`src/rtl/cpu_pkg.sv`:
```
// cpu_pkg: shared sequencer state encoding and opcode constants for the 16-bit CPU.
package cpu_pkg;
    typedef enum logic [2:0] {IDLE, FETCH, DECODE, EXEC, MEM, WB, FAULT} seq_state_t;
    localparam logic [4:0] OP_LD = 5'b00100;
    localparam logic [4:0] OP_ST = 5'b00101;
    function automatic logic is_mem_state(input seq_state_t s);
        return s == FETCH || s == MEM;
    endfunction
endpackage

```
`src/rtl/mem_wait_timer.sv`:
```
// mem_wait_timer: counts cycles a memory request waits; expired fires on the last allowed wait cycle.
module mem_wait_timer #(
    parameter int LIMIT = 255
) (
    input  logic clk,
    input  logic reset,
    input  logic clear_i,
    input  logic en_i,
    output logic expired_o
);
    localparam int W = LIMIT > 1 ? $clog2(LIMIT + 1) : 1;
    logic [W-1:0] cnt_q;
    always_ff @(posedge clk) begin
        if (reset || clear_i) cnt_q <= '0;
        else if (en_i) cnt_q <= cnt_q + W'(1);
    end
    // LIMIT of zero disables the watchdog entirely
    assign expired_o = (LIMIT != 0) && en_i && (cnt_q == W'(LIMIT - 1));
endmodule

```
`src/rtl/cpu_sequencer.sv`:
```
// cpu_sequencer: multi-cycle FETCH/DECODE/EXEC/MEM/WB control with a shared memory port and timeout watchdog.
module cpu_sequencer
    import cpu_pkg::*;
#(
    parameter int CNT_W       = 16,
    parameter int MEM_TIMEOUT = 255
) (
    input  logic             clk,
    input  logic             reset,
    input  logic             run,
    input  logic             dec_reg_write,
    input  logic             dec_mem_write,
    input  logic             dec_mem_read,
    input  logic             dec_nz,
    input  logic             dec_pc_enable,
    input  logic             mem_ready,
    output logic             mem_req,
    output logic             mem_sel,
    output logic             mem_we,
    output logic             ir_load,
    output logic             mdr_load,
    output logic             rf_we,
    output logic             nz_we,
    output logic             pc_we,
    output logic             busy,
    output logic             fault,
    output logic [CNT_W-1:0] instr_count
);
    seq_state_t state_q, state_d;
    logic mem_req_q, mem_sel_q, busy_q, fault_q, expired;
    logic [CNT_W-1:0] cnt_q;

    mem_wait_timer #(.LIMIT(MEM_TIMEOUT)) u_timer (
        .clk       (clk),
        .reset     (reset),
        .clear_i   (!mem_req_q),
        .en_i      (mem_req_q && !mem_ready),
        .expired_o (expired)
    );

    always_comb begin
        state_d = state_q;
        case (state_q)
            IDLE:    state_d = run ? FETCH : IDLE;
            FETCH:   state_d = mem_ready ? DECODE : expired ? FAULT : FETCH;
            DECODE:  state_d = EXEC;
            EXEC:    state_d = (dec_mem_read || dec_mem_write) ? MEM : WB;
            MEM:     state_d = mem_ready ? WB : expired ? FAULT : MEM;
            WB:      state_d = run ? FETCH : IDLE;
            default: state_d = FAULT;
        endcase
    end

    always_ff @(posedge clk) begin
        if (reset) begin
            state_q   <= IDLE;
            mem_req_q <= 1'b0;
            mem_sel_q <= 1'b0;
            busy_q    <= 1'b0;
            fault_q   <= 1'b0;
            cnt_q     <= '0;
        end else begin
            state_q   <= state_d;
            mem_req_q <= is_mem_state(state_d);
            mem_sel_q <= state_d == MEM;
            busy_q    <= state_d != IDLE && state_d != FAULT;
            fault_q   <= state_d == FAULT;
            if (state_q == WB) cnt_q <= cnt_q + CNT_W'(1);
        end
    end

    // strobes decode the registered state; load strobes also need the accepting ready
    assign mem_req     = mem_req_q;
    assign mem_sel     = mem_sel_q;
    assign mem_we      = mem_sel_q && dec_mem_write;
    assign ir_load     = mem_req_q && !mem_sel_q && mem_ready;
    assign mdr_load    = mem_sel_q && mem_ready && dec_mem_read;
    assign rf_we       = state_q == WB && dec_reg_write;
    assign nz_we       = state_q == WB && dec_nz;
    assign pc_we       = state_q == WB && dec_pc_enable;
    assign busy        = busy_q;
    assign fault       = fault_q;
    assign instr_count = cnt_q;
endmodule

```
`config.mk`:
```
export PLATFORM = sky130hd
export DESIGN_NAME = cpu_sequencer
export DESIGN_NICKNAME = d
export VERILOG_FILES = /design/src/rtl/cpu_pkg.sv /design/src/rtl/mem_wait_timer.sv /design/src/rtl/cpu_sequencer.sv
export SDC_FILE = /design/constraint.sdc
export NUM_CORES = 1
export LEC_CHECK = 0
export CAP_MARGIN = 25
export CORE_MARGIN = 4
export CORE_UTILIZATION = 30
export DETAILED_ROUTE_END_ITERATION = 12
export GPL_TIMING_DRIVEN = 0
export PLACE_DENSITY = 0.61
export SLEW_MARGIN = 15
export SYNTH_ARGS = -nofsm -noshare
export SYNTH_HDL_FRONTEND = slang
export SYNTH_SLANG_ARGS = --single-unit
export TNS_END_PERCENT = 20
```
`constraint.sdc`:
```
create_clock -name clk -period 2 [get_ports clk]
set_input_delay 0.4 -clock clk [delete_from_list [all_inputs] [get_ports clk]]
set_output_delay 0.4 -clock clk [all_outputs]
set_load 0.03 [all_outputs]
```
==> results of run 1 <==
metal layers:
metal	routed length (um)	share of wire	vias to the layer above	track usage
met2	1270	0.42	30	0.174
met4	44	0.015	0	0.0427
met5	0	0	-	0
met1	1530	0.51	564	0.130
met3	181	0.060	6	0.0499
li1	-	-	639	-
cells in the final DEF (no fill, tap or decap), types with 4 or more instances in the layout:
master / Yosys / routed
nor2_1: 31 / 31
nand3_1: 7 / 7
clkbuf_8: 0 / 7
nor2b_1: 4 / 4
dfxtp_1: 31 / 31
a21oi_1: 4 / 4
and3_1: 4 / 4
xnor2_1: 5 / 5
and2_1: 4 / 4
nand4_1: 6 / 6
clkbuf_1: 6 / 4
clkdlybuf4s50_1: 0 / 28
o21ai_0: 4 / 4
xor2_1: 16 / 16
nand2_1: 8 / 8
sequential cells by signal, summed over array words and instances (netlist names):
name and count:
fault 1, mem_req 1, state_q 3, busy 1, u_timer.cnt_q 8, mem_sel 1
instr_count 16
through the flow:
stage	instances	total power, uW	area (um^2)
2_1_floorplan	166	745	1460
3_3_place_gp	267	798	1890
3_5_place_dp	267	798	1890
4_1_cts	274	1360	1990
5_1_grt	274	1410	2000
6_report	274	1340	2000
area by class of cell:
| class | instances | area (um^2) | area share |
|---|---|---|---|
| well taps | 67 | 83.8 | 0.0420 |
| clock inverters | 1 | 7.51 | 0.00376 |
| clock buffers | 7 | 96.3 | 0.0483 |
| inverters | 2 | 7.51 | 0.00376 |
| plain buffers | 8 | 56.3 | 0.0282 |
| repair buffers | 34 | 338 | 0.169 |
| flip-flops and latches | 31 | 621 | 0.311 |
| multi-input cells | 124 | 786 | 0.394 |
worst reg2reg max path, delay by kind of cell (launching register included):
| kind | cells | cell delay [ns] |
|---|---|---|
| buffers and inverters | 1 | 0.12 |
| AO/OA/AOI/OAI | 1 | 0.14 |
| flip-flops | 1 | 0.47 |
| AND/OR/NAND/NOR | 4 | 0.86 |
worst max-delay path by stage:
stage / cells past startpoint / slack (ns) / to / from
final: 5 / 0.09 / ir_load / mem_ready
after global routing: 3 / -0.02 / pc_we / state_q[2]$_SDFF_PP0_
after CTS: 4 / -0.03 / mdr_load / mem_ready
after detailed placement: 4 / -0.51 / mdr_load / mem_ready
after global placement: 4 / -0.50 / mdr_load / mem_ready
after floorplan: 5 / 0.23 / instr_count[15]$_SDFFE_PP0N_ / instr_count[3]$_SDFFE_PP0N_
logic make-up (layout without fill, tap and decap cells):
kind of cell             after synthesis  after routing  share of synthesized area
buffers and inverters                 11             52                     0.0393
AO/OA/AOI/OAI                         12             12                     0.0521
flip-flops                            31             31                      0.424
AND/OR/NAND/NOR                       87             87                      0.326
adder cells (fa/ha/maj)                3              3                     0.0256
multiplexers                           1              1                    0.00684
XOR/XNOR                              21             21                      0.126
repair_timing:
action / CTS / global route
endpoints found under the setup margin: 6 / 5
resized for setup: 16 / 7
pin swaps: 0 / 0
report_power, final:
part           total [uW]  switching [uW]  leakage [uW]  internal (uW)
Combinational         145            77.6      0.000424           67.1
Sequential            641            10.9      0.000251            630
Clock                 557             244     0.0000505            313
==> impl_metrics.tcl, run 1 <==
set metrics [dict create \
    run_status "finished clean" \
    relSlewSlack 0.707 \
    io_pins 35 \
    path_class "in -> out" \
    hold_viol 0 \
    vdd_drop_max_v 0.000298 \
    ant_nets 0 \
    layout.nets 218 \
    grt_pass1_wl_um 5390 \
    grt_overflow_total 0 \
    wl_per_cell_um 11.0 \
    synth_edf_count 0 \
    cp_top_family "buffers and inverters" \
    drive_above_1_share 0.121 \
    fin_ws_ns 0.0919 \
    reg2reg_slack_ns 0.33 \
    setup_viol 0 \
    grt_pass1_vias 1217 \
    regToRegEndpoint "instr_count[15]$_SDFFE_PP0N_" \
    cp.required_ns 1.60 \
    worst_pin_slew_ns 0.440 \
    path_buf_inv 3 \
    hold_slack_ns 0.495 \
    setup_tns_ns 0 \
    synth_flop_cell "dfxtp_1" \
    seq_area_frac_synth 0.424 \
    synthArstFlopShare 0 \
    diodes 0 \
    cts_max_level 2 \
    rsz0062_at_grt "yes" \
    synthTopCellsByArea "dfxtp_1, xor2_1, nor2_1" \
    cap_violations 0 \
    die-area_mm2 0.00606 \
    grt_usage 0.110 \
    crit_path_max_incr_delay_ns 0.47 \
    cts_tree "yes" \
    drt_iter0_drc 19 \
    hp-start "instr_count[15]$_SDFFE_PP0N_" \
    path_cells "clkdlybuf4s50_1 > clkbuf_4 > nand2_1 > nor2_1 > clkdlybuf4s18_2" \
    netlist_area_mm2 0.00146 \
    cts.clk_slew.worst_paths_ns 0.07 \
    fin_crit_sh 0.954 \
    worst-path-max-fanout 10 \
    post-cts-setup-buffers 0 \
    clock_sinks 31 \
    routed_wl_um 3020 \
    fmax_mhz 524 \
    dp_hpwl_um 2210 \
    ys_seq_elements 31 \
    viasPerCell 4.52 \
    min_path_cells 2 \
    antenna_found_initial 0 \
    avgSynthCellArea_um2 8.82 \
    synthTopCellsByCount "dfxtp_1, nor2_1, xor2_1, nand2_1, nand3_1" \
    min_to "instr_count[15]$_SDFFE_PP0N_" \
    hold_path.class "reg -> reg" \
    synth_top_cell_by_area "dfxtp_1" \
    drc_errors 0 \
    fin_crit_ns 1.91 \
    vias 1239 \
    gp_congestion 0.781 \
    worstSkewPairLatency_ns 0.28 \
    slowest_stage "clkdlybuf4s50_1" \
    cts_buffer_depth 2 \
    r2r-start "state_q[2]$_SDFF_PP0_" \
    io_buffers 34 \
    synth_top_area_frac 0.424 \
    die_h_um 77.9 \
    post-route-util 0.423 \
    coreArea_mm2 0.00472 \
    cts-hold-fix-buffers 0 \
    maxSlewViolCount 0 \
    cp-end-kind "output pin" \
    arrival_ns 1.51 \
    nFillCells 488 \
    p_leak_uw 0.000725 \
    initial_core_util 0.310 \
    syn_to_final_growth_pct 36.3 \
    row_count 25 \
    synth_cells 166 \
    powerDensity_mw_per_mm2 673 \
    dp_slack_ns -0.512 \
    synth.net_count 178 \
    crit_path_start_kind "input pin" \
    dr.pass1.iters 5 \
    synth_warnings 0 \
    die_w_um 77.9 \
    grt_start_max_net_pins 11 \
    yosysUniqueCellTypes 36 \
    cts_root_buf "clkbuf_8" \
    r2r_cells 6 \
    cts_made_buffers 5 \
    fin_skew_ns 0.00333 \
]
No activity file was read; power rests on OpenSTA's default activity.
==> inputs of run 2 (changes only) <==
--- a/config.mk
+++ b/config.mk
@@ -8,6 +8,7 @@
 export CAP_MARGIN = 25
 export CORE_MARGIN = 4
 export CORE_UTILIZATION = 30
+export CTS_CLUSTER_SIZE = 16
 export DETAILED_ROUTE_END_ITERATION = 12
 export GPL_TIMING_DRIVEN = 0
 export PLACE_DENSITY = 0.61
==> results of run 2 <==
The final DEF is identical to that of run 1; final timing and power are the same.
==> inputs of run 3 (changes only) <==
--- a/config.mk
+++ b/config.mk
@@ -11,6 +11,7 @@
 export CTS_CLUSTER_SIZE = 16
 export DETAILED_ROUTE_END_ITERATION = 12
 export GPL_TIMING_DRIVEN = 0
+export MAX_ROUTING_LAYER = met4
 export PLACE_DENSITY = 0.61
 export SLEW_MARGIN = 15
 export SYNTH_ARGS = -nofsm -noshare
==> constraint.sdc (replaced) <==
create_clock -name clk -period 2 [get_ports clk]
set_input_delay 0.4 -clock clk [delete_from_list [all_inputs] [get_ports clk]]
set_output_delay 0.4 -clock clk [all_outputs]
set_load 0.02 [all_outputs]
==> run 3 against run 2 <==
Routed wire length decreased by 0.33%. Sequential power about the same. Final area decreased by 0.81%. Fmax decreased by 0.38%. Die area unchanged. Clock skew increased by 0.00051 ns. Critical path depth decreased by 1. Largest power group unchanged. Count of clock-buffer cells in the layout unchanged. Critical endpoint is now rf_we. Highest routed layer unchanged. Via count decreased by 0.16%. Worst hold slack about the same. First-iteration DRC count increased by 5.3%.
==> impl_metrics.tcl, run 3 (synthesized netlist as in run 1, its figures left out) <==
set metrics [dict create \
    run_status "finished clean" \
    post-cts-setup-buffers 0 \
    grt_overflow_total 0 \
    powerDensity_mw_per_mm2 674 \
    reg2reg_slack_ns 0.34 \
    fin_crit_sh 0.958 \
    arrival_ns 1.52 \
    top_usage_layer "met2" \
    layout_common_cells "nor2_1, dfxtp_1, clkdlybuf4s50_1" \
    path_cells "buf_6 > and3b_2 > and2_1 > dlygate4sd2_1" \
    r2r_cells 7 \
    globalRouteMet1Util 0.131 \
    dp_hpwl_um 2210 \
    grt_pass1_vias 1227 \
    drive_above_1_share 0.126 \
    drc_errors 0 \
    gp_congestion 0.792 \
    cts_made_buffers 5 \
    rsz0062_at_grt "no" \
    fin_skew_ns 0.00384 \
    grt_pass1_wl_um 5370 \
    initial_core_util 0.310 \
    fin_crit_ns 1.92 \
    ant_nets 0 \
    routed_wl_um 3010 \
    hold_path.class "reg -> reg" \
    worstSetupStartpoint "state_q[1]$_SDFF_PP0_" \
    worst-path-max-fanout 10 \
    hold_slack_ns 0.495 \
    relSlewSlack 0.707 \
    worst_pin_slew_ns 0.439 \
    die_h_um 77.9 \
    nFillCells 490 \
    clock_sinks 31 \
    p_leak_uw 0.000746 \
    vdd_drop_max_v 0.000298 \
    drt_iter0_drc 20 \
    r2r-start "u_timer.cnt_q[0]$_SDFFE_PP0P_" \
    die_w_um 77.9 \
    slowest_stage "dfxtp_2" \
    min_path_cells 2 \
    cp-end-kind "output pin" \
    cts_tree "yes" \
    hp-start "instr_count[15]$_SDFFE_PP0N_" \
    layout_commonest_cell "nor2_1" \
    cts-hold-fix-buffers 0 \
    die-area_mm2 0.00606 \
    cts_root_buf "clkbuf_8" \
    cp.required_ns 1.60 \
    grt_util_met3 0.0348 \
    cts.clk_slew.worst_paths_ns 0.07 \
    dr.pass1.iters 4 \
    post_dp_cell_area_mm2 0.00189 \
    coreArea_mm2 0.00472 \
    cts_max_level 2 \
    syn_to_final_growth_pct 35.2 \
    io_pins 35 \
    layout.nets 218 \
    hold_viol 0 \
    regToRegEndpoint "mem_sel$_SDFF_PP0_" \
    crit_path_max_incr_delay_ns 0.34 \
    row_count 25 \
    grt_start_max_net_pins 11 \
    antenna_found_initial 0 \
    vias 1237 \
    worstSkewPairLatency_ns 0.28 \
    diodes 0 \
    fmax_mhz 522 \
    largest_register_ff_count 16 \
    grt_usage 0.112 \
    path_class "reg -> out" \
    setup_viol 0 \
    viasPerCell 4.51 \
    min_to "instr_count[15]$_SDFFE_PP0N_" \
    wl_per_cell_um 11.0 \
    maxSlewViolCount 0 \
    cap_violations 0 \
    fin_area_mm2 0.00198 \
    crit_path_start_kind "flip-flop" \
    io_buffers 34 \
    gr-usage-met2 0.174 \
    cts_buffer_depth 2 \
]
==> run 3: worst max path at each step <==
| stage | end | slack, ns | depth (start not counted) |
|---|---|---|---|
| floorplan | instr_count[15]$_SDFFE_PP0N_ | 0.32 | 5 |
| detailed placement | mdr_load | -0.45 | 4 |
| global placement | mdr_load | -0.43 | 4 |
| CTS | mdr_load | 0.005 | 4 |
| global route | rf_we | 0.01 | 4 |
| finish | rf_we | 0.08 | 4 |
==> run 3: final cells by class <==
type	instances	area, um^2	share of cell area
clock inverters	1	7.51	0.00379
multi-input cells	124	786	0.397
inverters	2	7.51	0.00379
clock buffers	7	96.3	0.0487
well taps	67	83.8	0.0424
flip-flops and latches	31	623	0.315
repair buffers	34	322	0.162
plain buffers	8	53.8	0.0272
==> run 3: routing by layer <==
| metal | up-vias | routed length (um) |
|---|---|---|
| met5 | - | 0 |
| met1 | 558 | 1530 |
| li1 | 639 | - |
| met4 | 0 | 59 |
| met3 | 7 | 174 |
| met2 | 33 | 1250 |
==> run 3: timing repair <==
action,in CTS,in global routing
endpoints found under the setup margin,5,6
hold endpoints to repair,0,0
resized for setup,7,12
pin swaps,0,0
==> run 3: metrics by stage <==
stage | instances | power, uW | util | setup WS, ns | TNS (ns)
CTS | 274 | 1350 | 0.420 | 0.00456 | 0
floorplan | 166 | 738 | - | 0.319 | 0
finish | 274 | 1330 | 0.419 | 0.0846 | 0
detailed placement | 267 | 791 | 0.400 | -0.446 | -1.91
global route | 274 | 1400 | 0.419 | 0.0123 | 0
global placement | 267 | 791 | 0.400 | -0.434 | -1.96
==> run 3: worst max-delay path, delay by kind of cell, from the launching register on <==
| family | cells | cell delay (ns) |
|---|---|---|
| buffers and inverters | 2 | 0.45 |
| flip-flops | 1 | 0.34 |
| AND/OR/NAND/NOR | 2 | 0.44 |
==> run 3: power by group <==
part | total, uW | switching, uW | internal [uW]
Combinational | 136 | 71.0 | 65.3
Clock | 556 | 243 | 313
Sequential | 641 | 10.8 | 630
